### config.mk
export PLATFORM = sky130hd
export DESIGN_NAME = btn_irq_sequencer
export DESIGN_NICKNAME = d
export VERILOG_FILES = /design/src/rtl/btn_irq_sequencer.sv
export SDC_FILE = /design/constraint.sdc
export NUM_CORES = 1
export LEC_CHECK = 0
export ABC_AREA = 1
export BUFFER_PORTS_ARGS = -buffer_cell sky130_fd_sc_hd__buf_2
export CORE_ASPECT_RATIO = 0.75
export CORE_MARGIN = 4
export CORE_UTILIZATION = 54
export DETAILED_ROUTE_END_ITERATION = 12
export HOLD_SLACK_MARGIN = 0.05
export PLACE_DENSITY = 0.81
export SYNTH_ARGS = -nofsm -noshare
export SYNTH_HDL_FRONTEND = slang
export SYNTH_SLANG_ARGS = --single-unit
### constraint.sdc
create_clock -name clk -period 3.08 [get_ports clk]
set_input_delay 0.308 -clock clk [delete_from_list [all_inputs] [get_ports clk]]
set_output_delay 0.308 -clock clk [all_outputs]
set_load 0.02 [all_outputs]
### src/rtl/btn_irq_sequencer.sv
`timescale 1ns/1ps
// -----------------------------------------------------------------------------
// btn_irq_sequencer
//
// Avalon-MM master for the vending machine's button PIO. After reset it writes
// the PIO irq_mask. On each PIO irq it reads edge_capture, clears it by writing
// all ones, and then hands each captured press to the vending FSM as a one-hot
// event, lowest bit first, over a valid/ready handshake.
//
// Optional feature (compile-time macro BTN_SEQ_LEVEL_CHECK_EN):
//   After the clear write, the PIO data register is read and only buttons that
//   are still held high are reported. This rejects glitches. Irq-to-event
//   latency becomes 6 cycles instead of 4.
//
// Ports:
//   clk, reset_n     clock; asynchronous active-low reset
//   pio_address      PIO register address (0 data, 2 irq_mask, 3 edge_capture)
//   pio_chipselect   PIO chipselect
//   pio_write_n      PIO write strobe, active low
//   pio_writedata    PIO write data
//   pio_readdata     PIO read data, valid one cycle after the address
//   pio_irq          PIO interrupt (level)
//   mask_in, mask_wr new irq_mask value and a 1-cycle load strobe
//   evt_valid        an event is presented
//   evt_ready        the consumer accepts the event
//   evt_onehot       one-hot button id
//   busy             high whenever the sequencer is not idle
//
// Handshake: an event transfers on a rising clk edge where evt_valid and
// evt_ready are both high. While evt_ready is low, evt_valid and evt_onehot
// hold. evt_onehot is exactly one-hot whenever evt_valid is high.
// -----------------------------------------------------------------------------
module btn_irq_sequencer #(
    parameter int                WIDTH     = 3,
    parameter logic [WIDTH-1:0]  MASK_INIT = {WIDTH{1'b1}}
) (
    input  logic             clk,
    input  logic             reset_n,
    output logic [1:0]       pio_address,
    output logic             pio_chipselect,
    output logic             pio_write_n,
    output logic [WIDTH-1:0] pio_writedata,
    input  logic [WIDTH-1:0] pio_readdata,
    input  logic             pio_irq,
    input  logic [WIDTH-1:0] mask_in,
    input  logic             mask_wr,
    output logic             evt_valid,
    input  logic             evt_ready,
    output logic [WIDTH-1:0] evt_onehot,
    output logic             busy
);

    typedef enum logic [2:0] {
        S_MASK_WR  = 3'd0,
        S_IDLE     = 3'd1,
        S_RD_ADDR  = 3'd2,
        S_RD_CAP   = 3'd3,
        S_CLR      = 3'd4,
        S_LVL_ADDR = 3'd5,
        S_LVL_CAP  = 3'd6,
        S_EMIT     = 3'd7
    } state_t;

    localparam logic [WIDTH-1:0] ONE = {{(WIDTH-1){1'b0}}, 1'b1};

    state_t           state;
    state_t           state_nx;
    logic [WIDTH-1:0] mask_reg;
    logic             mask_pend;
    logic [WIDTH-1:0] pend;
    logic [WIDTH-1:0] pend_nx;

    // Outputs decoded from the next state, so the bus matches the state the
    // FSM is in for the whole cycle.
    logic [1:0]       addr_nx;
    logic             cs_nx;
    logic             wn_nx;
    logic [WIDTH-1:0] wd_nx;

    function automatic logic [WIDTH-1:0] lowest_bit(input logic [WIDTH-1:0] v);
        return v & (~v + ONE);
    endfunction

    // Next-state logic
    always_comb begin
        state_nx = state;
        pend_nx  = pend;
        case (state)
            // The MASK_WR state is entered from reset before the write is on
            // the bus. Leave only once the write has been driven for a cycle.
            S_MASK_WR: if (!pio_write_n) state_nx = S_IDLE;
            S_IDLE: begin
                if (mask_pend)    state_nx = S_MASK_WR;
                else if (pio_irq) state_nx = S_RD_ADDR;
            end
            S_RD_ADDR: state_nx = S_RD_CAP;
            S_RD_CAP: begin
                pend_nx  = pio_readdata & mask_reg;
                state_nx = S_CLR;
            end
`ifdef BTN_SEQ_LEVEL_CHECK_EN
            S_CLR: state_nx = (pend != '0) ? S_LVL_ADDR : S_IDLE;
            S_LVL_ADDR: state_nx = S_LVL_CAP;
            S_LVL_CAP: begin
                pend_nx  = pend & pio_readdata;
                state_nx = (pend_nx != '0) ? S_EMIT : S_IDLE;
            end
`else
            S_CLR: state_nx = (pend != '0) ? S_EMIT : S_IDLE;
`endif
            S_EMIT: begin
                if (evt_ready) begin
                    pend_nx = pend & ~evt_onehot;
                    if (pend_nx == '0) state_nx = S_IDLE;
                end
            end
            default: state_nx = S_IDLE;
        endcase
    end

    // Bus decode of the next state
    always_comb begin
        addr_nx = 2'd0;
        cs_nx   = 1'b0;
        wn_nx   = 1'b1;
        wd_nx   = '0;
        case (state_nx)
            S_MASK_WR: begin
                addr_nx = 2'd2;
                cs_nx   = 1'b1;
                wn_nx   = 1'b0;
                // A mask_wr arriving on this very edge is written directly,
                // so back-to-back strobes produce a single write.
                wd_nx   = mask_wr ? mask_in : mask_reg;
            end
            S_RD_ADDR: begin
                addr_nx = 2'd3;
                cs_nx   = 1'b1;
            end
            S_RD_CAP: addr_nx = 2'd3;
            S_CLR: begin
                addr_nx = 2'd3;
                cs_nx   = 1'b1;
                wn_nx   = 1'b0;
                wd_nx   = '1;
            end
            S_LVL_ADDR: cs_nx = 1'b1;
            default: ;
        endcase
    end

    always_ff @(posedge clk or negedge reset_n) begin
        if (!reset_n) begin
            state          <= S_MASK_WR;
            mask_reg       <= MASK_INIT;
            mask_pend      <= 1'b0;
            pend           <= '0;
            pio_address    <= 2'd0;
            pio_chipselect <= 1'b0;
            pio_write_n    <= 1'b1;
            pio_writedata  <= '0;
            evt_valid      <= 1'b0;
            evt_onehot     <= '0;
            busy           <= 1'b1;
        end else begin
            state          <= state_nx;
            pend           <= pend_nx;
            pio_address    <= addr_nx;
            pio_chipselect <= cs_nx;
            pio_write_n    <= wn_nx;
            pio_writedata  <= wd_nx;
            evt_valid      <= (state_nx == S_EMIT);
            evt_onehot     <= (state_nx == S_EMIT) ? lowest_bit(pend_nx) : '0;
            busy           <= (state_nx != S_IDLE);
            if (mask_wr) mask_reg <= mask_in;
            // Issuing the write consumes any pending request, including one
            // raised on this same edge (its value is what gets written).
            if (state_nx == S_MASK_WR) mask_pend <= 1'b0;
            else if (mask_wr)          mask_pend <= 1'b1;
        end
    end

endmodule

# After elaboration in Yosys (flattened, before gate mapping)
# Index checks and enable logic that the tools add are counted.
[op_classes]
addsub = 1
n_eq_ne = 11
muxes = 17
bitwise = 5
reduce_logical = 8
[ops]
columns = ["op", "count"]
rows = [
  ["3-bit two-way mux", 9],
  ["3-bit one-hot mux with 6 select lines", 1],
  ["3-bit == test, second input constant", 5],
  ["3-bit by 2-bit == test with 1-bit output, second input constant", 4],
  ["3-bit one-hot mux with 2 select lines", 2],
  ["3-bit AND", 3],
  ["3-bit zero test", 3],
  ["3-bit inverter", 2],
  ["1-bit two-way mux", 4],
  ["2-bit one-hot mux with 2 select lines", 1],
  ["4-bit OR reduction", 1],
  ["3-bit by 1-bit adder with 3-bit output, second input constant", 1],
  ["3-bit by 1-bit == test with 1-bit output, second input constant", 1],
  ["3-bit by 1-bit != test with 1-bit output, second input constant", 1],
  ["3-bit nonzero test", 1],
  ["3-bit OR reduction", 1],
  ["2-bit nonzero test", 1],
  ["2-bit OR reduction", 1],
]
[totals]
register_bits = 22
in_bits = 11
out_inout_bits = 12
wordCells = 53

# Logic depth before layout (Yosys ltp)
# Gate-level depths: netlist of the first run.
[depth]
depth_word = 9
mapped_depth = 9
depth_no_buf = 9

# Worst setup path before layout of the first run
# Ideal clock, no wire load.
[synth_timing]
path_kind = "register -> register"
startpoint = "reg pio_write_n"
endpoint = "reg mask_pend"
setup_time_ns = 0.117
arrival_ns = 1.180
required_time_ns = 2.963
slack_ns = 1.783
stages_incl_launch_ff = 8
synth_period_minus_slack_ns = 1.297
cell_sequence = "dfstp_2 nand2_1 nand2_1 nand2_1 nor2_2 nand4_4 nor2_1 nor2_1"
[synth_via]
elab_chain_cells = 4
word_cells_on_any_way = 5
[synth_rtl]
columns = ["element", "line_no", "source"]
rows = [
  ["from (decl)", "41", "output logic pio_write_n,"],
  ["from (signal assigned)", "170", "pio_write_n <= wn_nx;"],
  ["3-bit two-way mux (*)", "91", "S_MASK_WR: if (!pio_write_n) state_nx = S_IDLE;"],
  ["3-bit one-hot mux with 6 select lines (*)", "88", "case (state)"],
  ["3-bit zero test (*)", "178", "if (state_nx == S_MASK_WR) mask_pend <= 1'b0;"],
  ["1-bit two-way mux or 2-bit nonzero test (tied branches)", "n/a", ""],
  ["to (signal assigned)", "156", "mask_pend <= 1'b0;"],
  ["to (signal assigned)", "178", ""],
  ["to (signal assigned)", "179", "else if (mask_wr) mask_pend <= 1'b1;"],
  ["to (decl)", "69", "logic mask_pend;"],
]
# Mark *: on every way between the ends. The rest lies on a longest branch, timed or not.
# A chain may end at the register's enable or synchronous reset.

# Worst setup path after layout of the first run
[layout_timing]
startpoint = "reg pend[1]"
endpoint = "reg mask_pend"
[layout_via]
elab_chain_cells = 7
word_cells_on_any_way = 10
[layout_rtl]
columns = ["element", "line_no", "source"]
rows = [
  ["from (decl)", "70", "logic [WIDTH-1:0] pend;"],
  ["from (signal assigned)", "167", "pend <= pend_nx;"],
  ["3-bit AND", "113", "pend_nx = pend & ~evt_onehot;"],
  ["3-bit zero test", "114", "if (pend_nx == '0) state_nx = S_IDLE;"],
  ["3-bit two-way mux", "114", ""],
  ["3-bit two-way mux", "112", "if (evt_ready) begin"],
  ["3-bit one-hot mux with 6 select lines (*)", "88", ""],
  ["3-bit zero test (*)", "178", ""],
  ["1-bit two-way mux or 2-bit nonzero test (tied branches)", "n/a", ""],
]
# Marked as above.

==> results of run 1 <==
through the flow:
step           hold WS [ns]  setup slack (ns)  instances  util, %  total power, W
2_1_floorplan       0.01241             1.783        105        -       0.0007969
3_3_place_gp         0.2828             1.763        148    69.07       0.0009129
3_5_place_dp         0.2871             1.725        148    69.07       0.0009263
4_1_cts              0.1837             1.684        153    72.04        0.001087
5_1_grt              0.1786             1.539        153    72.04        0.001169
6_report             0.1972             1.694        153    72.04        0.001073
power groups by stage:
stage / Clock (W) / Combinational (W) / Sequential [W]
2_1_floorplan: 0 / 0.000266 / 0.000531
3_3_place_gp: 0 / 0.000449 / 0.000464
3_5_place_dp: 0 / 0.000458 / 0.000469
4_1_cts: 0.000162 / 0.000462 / 0.000463
5_1_grt: 0.000175 / 0.000513 / 0.000481
6_report: 0.000156 / 0.000455 / 0.000462
synthesized netlist by cell type:
library cell  number  area, sq um
o21ai_0            2        10.01
nand4_4            1        21.27
nor2_1            15        56.30
o21ai_2            3        26.28
dfrtp_1           17        425.4
nor2_2             2        12.51
nor3_1             3        15.01
or2_2              1        6.260
dfstp_2            5        131.4
inv_2              1        3.750
nand2_2            2        12.51
nor2_4             1        11.26
nand2_1           26        97.59
nand3_1            3        15.01
inv_1             17        63.81
or2_0              1        6.260
o211ai_1           1        7.510
a21oi_1            3        15.01
o21ai_1            1        5.000
worst paths after layout:
path                             start        endpoint  cells after the start
min in group asynchronous      reset_n  pio_address[1]                      2
min reg2reg                mask_reg[0]     mask_reg[0]                      2
max reg2reg                    pend[1]       mask_pend                      5
max in group asynchronous      reset_n     mask_reg[1]                      2
min                         mask_in[0]     mask_reg[0]                      3
max                            pend[1]       mask_pend                      5
worst reg2reg max path, cell delays in order, from the launching register on:
cell	delay (ns)
dfrtp_1	0.43
or2_0	0.27
o21ai_2	0.25
nand4_4	0.18
nor2_1	0.13
nor2_1	0.05
cells by family (layout without fill, tap and decap cells):
family | Yosys count | count (layout) | share of synthesized area (%)
flops | 22 | 22 | 59.10
compound gates | 10 | 10 | 6.773
simple gates | 55 | 55 | 26.96
buf+inv | 18 | 45 | 7.171
routing by layer:
metal	routed length (um)	vias to the layer above	share of wire [%]
met5	0	-	0
met4	14	0	0.79
met3	105	2	5.9
met2	853	29	48
met1	809	339	45
li1	-	373	-
area by class of cell:
| cell class | count | area [sq um] |
|---|---|---|
| sequential | 22 | 556.8 |
| fill | 119 | 436.7 |
| multi-input combinational | 65 | 317.8 |
| timing repair buffer | 23 | 120.1 |
| inverter | 18 | 67.56 |
| clock buffer | 4 | 36.28 |
| tap | 21 | 26.28 |
timing repair:
action | 4_1_cts | 5_1_grt
endpoints found under the hold margin | 17 | 0
setup buffers | 0 | 0
hold buffers | 1 | 0
==> impl_metrics.env, run 1 <==
export IMPL_h_tree_depth=1
export IMPL_drt_wl_total_mm=1.783
export IMPL_rows=12
export IMPL_crit_type="reg2reg"
export IMPL_p_leak_nw=0.6165
export IMPL_drtAntennaViolNets=0
export IMPL_hpwlAfterDp_mm=1.417
export IMPL_cp_max_fo=6
export IMPL_place_area_sq_um=1079
export IMPL_grtUsageMet1_pct=20.60
export IMPL_ir_worst_vdd_mv=0.5599
export IMPL_drive_gt1_share_pct=31.82
export IMPL_path_buf_inv=0
export IMPL_cts_root_buf="clkbuf_4"
export IMPL_cts_tree="yes"
export IMPL_vias=743
export IMPL_final_max_slew_violation_count=0
export IMPL_max_slew_margin_pct=69.06
export IMPL_grt_first_pass_wirelength_mm=3.236
export IMPL_start_util_pct=60.34
export IMPL_arrival_ns=1.60
export IMPL_crit_family="simple AND/OR/NAND/NOR gates"
export IMPL_grt_pass1_vias=743
export IMPL_clock_latency_ns=0.30
export IMPL_finClkSkew_ns=0.001732
export IMPL_grt_use_met3_pct=6.414
export IMPL_setup_tns_ns=0
export IMPL_syn_nets=116
export IMPL_fp_dieH_um=44.18
export IMPL_clock_sinks=22
export IMPL_port_buffers=22
export IMPL_p_sw_w=0.0004429
export IMPL_avgSynthCellArea_sq_um=8.973
export IMPL_p_clk_share_pct=14.5
export IMPL_post_cts_resized=0
export IMPL_antenna_found_initial=0
export IMPL_busiest_layer="met2"
export IMPL_intPower_w=0.0006299
export IMPL_cp_common_cell="nor2_1"
export IMPL_rsz0062_at_grt="false"
export IMPL_path_clk_slew_ns=0.11
export IMPL_cts_buffer_depth=2
export IMPL_switching_share_pct=41.28
export IMPL_first_pass_iters=4
export IMPL_layout_common_cells="nand2_1, buf_2, inv_1, dfrtp_1, nor2_1"
export IMPL_drc=0
export IMPL_status="complete, no violations"
export IMPL_overflow=0
export IMPL_tightest_slew_ns=0.4641
export IMPL_viasPerCell=4.856
export IMPL_coreArea_sq_um=1562
export IMPL_met2_usage_pct=30.07
export IMPL_seqPwrFrac_pct=43.0
export IMPL_worstPathRequired_ns=3.29
export IMPL_final_common_cell="nand2_1"
export IMPL_worst_setup_path_end_kind="flip-flop"
export IMPL_syn_to_final_growth_pct=19.39
export IMPL_fin_area_sq_um=1125
export IMPL_ys_types=19
export IMPL_wire_per_inst_um=11.65
export IMPL_grtUsageTotal_pct=17.43
export IMPL_hold_path_class="in2reg"
export IMPL_gp_congestion=0.7802
export IMPL_fin_crit_sh_pct=45.00
export IMPL_max_cap_violations=0
export IMPL_hold_violations=0
export IMPL_p_per_area_nw_per_um2=953.7
export IMPL_grt_max_degree=23
export IMPL_max_freq_mhz=721.5
export IMPL_cpPeakStageDelay_ns=0.43
export IMPL_combPwrFrac_pct=42.5
export IMPL_drtIter0Drc=19
export IMPL_synthCells=105
export IMPL_slowest_stage="dfrtp_1"
export IMPL_dieArea_sq_um=2484
export IMPL_cp_start_kind="flip-flop"
export IMPL_yosysSeqAreaShare_pct=59.10
export IMPL_path_cells="or2_0 > o21ai_2 > nand4_4 > nor2_1 > nor2_1"
export IMPL_ys_warn_count=0
export IMPL_nets=144
export IMPL_ys_seq_elements=22
export IMPL_r2r_slack_ns=1.69
export IMPL_period_minus_slack_ns=1.386
export IMPL_setup_violations=0
export IMPL_syn_cell_area_sq_um=942.2
export IMPL_n_antenna_cell=0
export IMPL_io_pins=23
export IMPL_die_x_um=56.23
export IMPL_cts_buffers=3
No activity file was read; power rests on OpenSTA's default activity.
==> inputs of run 2 (changes only) <==
Settings changed: CORE_UTILIZATION 54 to 50, PLACE_DENSITY 0.81 to 0.75.
Clock period 3.08 ns to 1.41 ns, I/O delays scaled along.
==> run 2 against run 1 <==
Total power up 130%; largest power group is now combinational logic; fmax up 2.7%; first-iteration DRC count is 32% higher; critical endpoint unchanged; setup slack lost 1.6 ns; sequential share of layout area down 2.7 points; die area increased by 6.7%; design area increased by 6.0%; register-to-register slack worse by 1.6 ns; wire length shrank 1.3%; global-route usage fell by 0.64 points.
==> impl_metrics.env, run 2 (synthesis gave the netlist of run 1 again) <==
export IMPL_min_from="mask_wr"
export IMPL_finClkSkew_ns=0.008358
export IMPL_fin_util_pct=67.88
export IMPL_cts_root_buf="clkbuf_4"
export IMPL_viasPerCell=4.777
export IMPL_coreArea_sq_um=1757
export IMPL_layout_common_cells="nand2_1, buf_2, inv_1, dfrtp_1, nor2_1"
export IMPL_cts_tree="yes"
export IMPL_hold_path_class="in2reg"
export IMPL_io_pins=23
export IMPL_timing_rr_end="mask_pend"
export IMPL_hold_violations=0
export IMPL_r2r_slack_ns=0.06
export IMPL_fin_crit_sh_pct=95.75
export IMPL_n_antenna_cell=0
export IMPL_p_leak_nw=0.6416
export IMPL_drive_gt1_share_pct=37.78
export IMPL_drtAntennaViolNets=0
export IMPL_cp_start_kind="flip-flop"
export IMPL_h_tree_depth=1
export IMPL_grt_max_degree=23
export IMPL_grt_pass1_vias=775
export IMPL_cts_buffers=3
export IMPL_hold_path_cell_count=3
export IMPL_whs_ns=0.08770
export IMPL_status="complete, no violations"
export IMPL_die_x_um=58.13
export IMPL_worst_setup_path_end_kind="flip-flop"
export IMPL_cp_max_fo=6
export IMPL_first_pass_iters=4
export IMPL_crit_type="reg2reg"
export IMPL_worstRegToRegCells=5
export IMPL_max_slew_margin_pct=69.56
export IMPL_final_common_cell="nand2_1"
export IMPL_place_area_sq_um=1087
export IMPL_hpwlAfterDp_mm=1.356
export IMPL_cts_setup_buffers=0
export IMPL_cts_buffer_depth=2
export IMPL_gp_congestion=0.7454
export IMPL_vias=750
export IMPL_ir_worst_vdd_mv=1.163
export IMPL_overflow=0
export IMPL_setup_tns_ns=0
export IMPL_timing_rr_start="pend[1]"
export IMPL_tightest_slew_ns=0.4566
export IMPL_max_cap_violations=0
export IMPL_p_per_area_nw_per_um2=2080
export IMPL_antenna_found_initial=0
export IMPL_fp_dieH_um=45.59
export IMPL_final_max_slew_violation_count=0
export IMPL_max_freq_mhz=740.7
export IMPL_period_minus_slack_ns=1.350
export IMPL_arrival_ns=1.56
export IMPL_start_util_pct=53.63
export IMPL_path_clk_slew_ns=0.12
export IMPL_rows=13
export IMPL_setup_violations=0
export IMPL_worstPathRequired_ns=1.62
export IMPL_drc=0
export IMPL_drt_wl_total_mm=1.759
export IMPL_wire_per_inst_um=11.20
export IMPL_grt_first_pass_wirelength_mm=3.236
export IMPL_holdPathEnd="mask_reg[0]"
export IMPL_fin_area_sq_um=1192
export IMPL_clock_latency_ns=0.31
export IMPL_nets=147
export IMPL_rsz0062_at_grt="true"
export IMPL_syn_to_final_growth_pct=26.56
export IMPL_port_buffers=22
export IMPL_p_total_w=0.002480
export IMPL_clock_sinks=22
export IMPL_dieArea_sq_um=2650
export IMPL_grtUsageTotal_pct=16.79
export IMPL_drtIter0Drc=25
## run 2: power breakdown
group	internal, W	total [W]	switching (W)	leakage, nW
Sequential	0.000886	0.00103	0.000144	0.269
Clock	0.000158	0.000339	0.000181	0.0210
Combinational	0.000414	0.00111	0.000697	0.351
Total	0.00146	0.00248	0.00102	0.642
## run 2: final cells by class
type                       instances  area (sq um)
fill                             156         564.3
multi-input combinational         65         355.3
clock buffer                       4         36.28
tap                               22         27.53
timing repair buffer              26         147.6
sequential                        22         558.0
inverter                          18         67.56
## run 2: per-stage QoR
stage | std cells | setup slack [ns]
after floorplan | 105 | 0.1134
after global placement | 150 | 0.09553
after detailed placement | 150 | 0.08340
after CTS | 157 | 0.05129
after global routing | 157 | -0.02932
final | 157 | 0.05990
## run 2: routing by layer
| layer | vias to the layer above | share of wire, % | track usage (%) |
|---|---|---|---|
| met1 | 347 | 44 | 20.11 |
| met3 | 2 | 5.9 | 6.232 |
| li1 | 381 | - | - |
| met4 | 0 | 0.57 | 5.556 |
| met5 | - | 0 | 0 |
| met2 | 20 | 49 | 28.38 |
## run 2: worst max path at each step
stage | start | to | slack (ns) | cells after the start
final | pend[1] | mask_pend | 0.06 | 5
after global routing | state[0] | evt_onehot[2] | -0.03 | 9
after CTS | pend[1] | pio_writedata[2] | 0.05 | 5
after detailed placement | pend[1] | pio_writedata[2] | 0.08 | 5
after global placement | pend[1] | pio_writedata[2] | 0.1 | 5
after floorplan | pio_write_n | mask_pend | 0.11 | 7
## run 2: repair_timing
action,CTS,global route
endpoints found under the hold margin,19,0
hold buffers,3,0
resized for setup,0,12
setup endpoints to repair,0,5
## run 2: worst max-delay path, cell delays in order (launching register included)
cell and delay (ns):
dfrtp_1 0.44, or2_4 0.25, o21ai_4 0.21, nand4_4 0.17, nor2_2 0.14, nor2_1 0.05
==> inputs of run 3 (changes only) <==
Clock period 1.41 ns to 1.5 ns, I/O delays scaled along.
==> run 3 against run 2 <==
Worst hold slack better by 0.0041 ns; via count fell by 1.7%; sequential share of layout area increased by 1.5 points; combinational power is 15% lower; clock skew up 0.00083 ns; non-clock buffer count unchanged; clock power fell by 5.9%; die area is the same; register-to-register slack better by 0.08 ns; sequential cell count unchanged.
==> impl_metrics.env, run 3 (synthesis gave the netlist of run 1 again) <==
export IMPL_status="complete, no violations"
export IMPL_p_per_area_nw_per_um2=1923
export IMPL_viasPerCell=4.694
export IMPL_cts_buffer_depth=2
export IMPL_drtAntennaViolNets=0
export IMPL_drt_wl_total_mm=1.694
export IMPL_layout_common_cells="nand2_1, buf_2, inv_1, dfrtp_1, nor2_1"
export IMPL_drive_gt1_share_pct=31.85
export IMPL_drtIter0Drc=17
export IMPL_grt_max_degree=23
export IMPL_first_pass_iters=4
export IMPL_h_tree_depth=1
export IMPL_period_minus_slack_ns=1.359
export IMPL_cp_start_kind="flip-flop"
export IMPL_grt_first_pass_wirelength_mm=3.236
export IMPL_cts_setup_buffers=0
export IMPL_tightest_slew_ns=0.4585
export IMPL_io_pins=23
export IMPL_drc=0
export IMPL_max_cap_violations=0
export IMPL_port_buffers=22
export IMPL_start_util_pct=53.63
export IMPL_p_leak_nw=0.6292
export IMPL_r2r_slack_ns=0.14
export IMPL_path_clk_slew_ns=0.12
export IMPL_n_antenna_cell=0
export IMPL_clock_latency_ns=0.31
export IMPL_cts_root_buf="clkbuf_4"
export IMPL_worst_setup_path_end_kind="flip-flop"
export IMPL_wire_per_inst_um=10.79
export IMPL_fp_dieH_um=45.59
export IMPL_ir_worst_vdd_mv=1.041
export IMPL_final_common_cell="nand2_1"
export IMPL_rows=13
export IMPL_rsz0062_at_grt="false"
export IMPL_setup_violations=0
export IMPL_cts_buffers=3
export IMPL_worstPathRequired_ns=1.70
export IMPL_max_slew_margin_pct=69.43
export IMPL_hold_violations=0
export IMPL_fin_crit_sh_pct=90.58
export IMPL_clock_sinks=22
export IMPL_vias=737
export IMPL_max_freq_mhz=736.0
export IMPL_hpwlAfterDp_mm=1.356
export IMPL_final_max_slew_violation_count=0
export IMPL_nets=147
export IMPL_crit_type="reg2reg"
export IMPL_cp_max_fo=4
export IMPL_dieArea_sq_um=2650
export IMPL_setup_tns_ns=0
export IMPL_finClkSkew_ns=0.009191
export IMPL_die_x_um=58.13
export IMPL_stdcell_count=157
export IMPL_gp_congestion=0.7454
export IMPL_grt_pass1_vias=775
export IMPL_grtUsageTotal_pct=16.79
export IMPL_syn_to_final_growth_pct=22.44
export IMPL_cts_tree="yes"
export IMPL_placed_cells=150
export IMPL_coreArea_sq_um=1757
export IMPL_arrival_ns=1.56
export IMPL_overflow=0
export IMPL_hold_path_class="in2reg"
export IMPL_antenna_found_initial=0
-- run 3: report_power, final --
group | switching, W | internal, W
clock network | 0.000171 | 0.000148
logic | 0.000612 | 0.000335
registers | 0.000122 | 0.000830
-- run 3: final timing paths --
check,from,endpoint,depth (start not counted)
worst max-delay path,pend[1],pio_writedata[2],5
worst min-delay path,mask_wr,mask_reg[2],3
worst max register to register,pend[1],pio_writedata[2],5
worst min register to register,mask_reg[0],mask_reg[0],2
max in group asynchronous,reset_n,busy,2
min in group asynchronous,reset_n,pio_writedata[0],2
-- run 3: area by class of cell --
| class | count | area, sq um |
|---|---|---|
| Multi-Input combinational cell | 65 | 317.8 |
| Sequential cell | 22 | 556.8 |
| Inverter | 18 | 67.56 |
| Fill cell | 164 | 603.1 |
| Tap cell | 22 | 27.53 |
| Timing Repair Buffer | 26 | 147.6 |
| Clock buffer | 4 | 36.28 |
-- run 3: repair_timing --
item | in CTS | in global routing
hold buffers | 3 | 0
resized for setup | 0 | 0
hold endpoints to repair | 19 | 0
-- run 3: worst max-delay path: stages, from the launching register on --
cell and delay [ns]:
dfrtp_1 0.42, or2_0 0.25, o21ai_2 0.23, nand3_1 0.16
nor2_1 0.15, nor2_1 0.05
-- run 3: routing by layer --
metal / vias to the layer above / wire length [um] / global-route usage [%]
met5: - / 0 / 0
met4: 0 / 10 / 5.556
met3: 2 / 99 / 6.232
met2: 16 / 796 / 28.38
met1: 341 / 788 / 20.11
li1: 378 / - / -
-- run 3: through the flow --
stage | util (%) | instance area, sq um | hold slack (ns) | worst slack (ns) | total power (W)
finish | 65.67 | 1154 | 0.09184 | 0.1413 | 0.002219
global route | 65.67 | 1154 | 0.08381 | 0.01788 | 0.002433
CTS | 65.67 | 1154 | 0.08738 | 0.1413 | 0.002242
detailed placement | 61.89 | 1087 | 0.1324 | 0.1734 | 0.001916
global placement | 61.89 | 1087 | 0.1250 | 0.1855 | 0.001891
floorplan | - | 942.2 | -0.1456 | 0.2034 | 0.001636
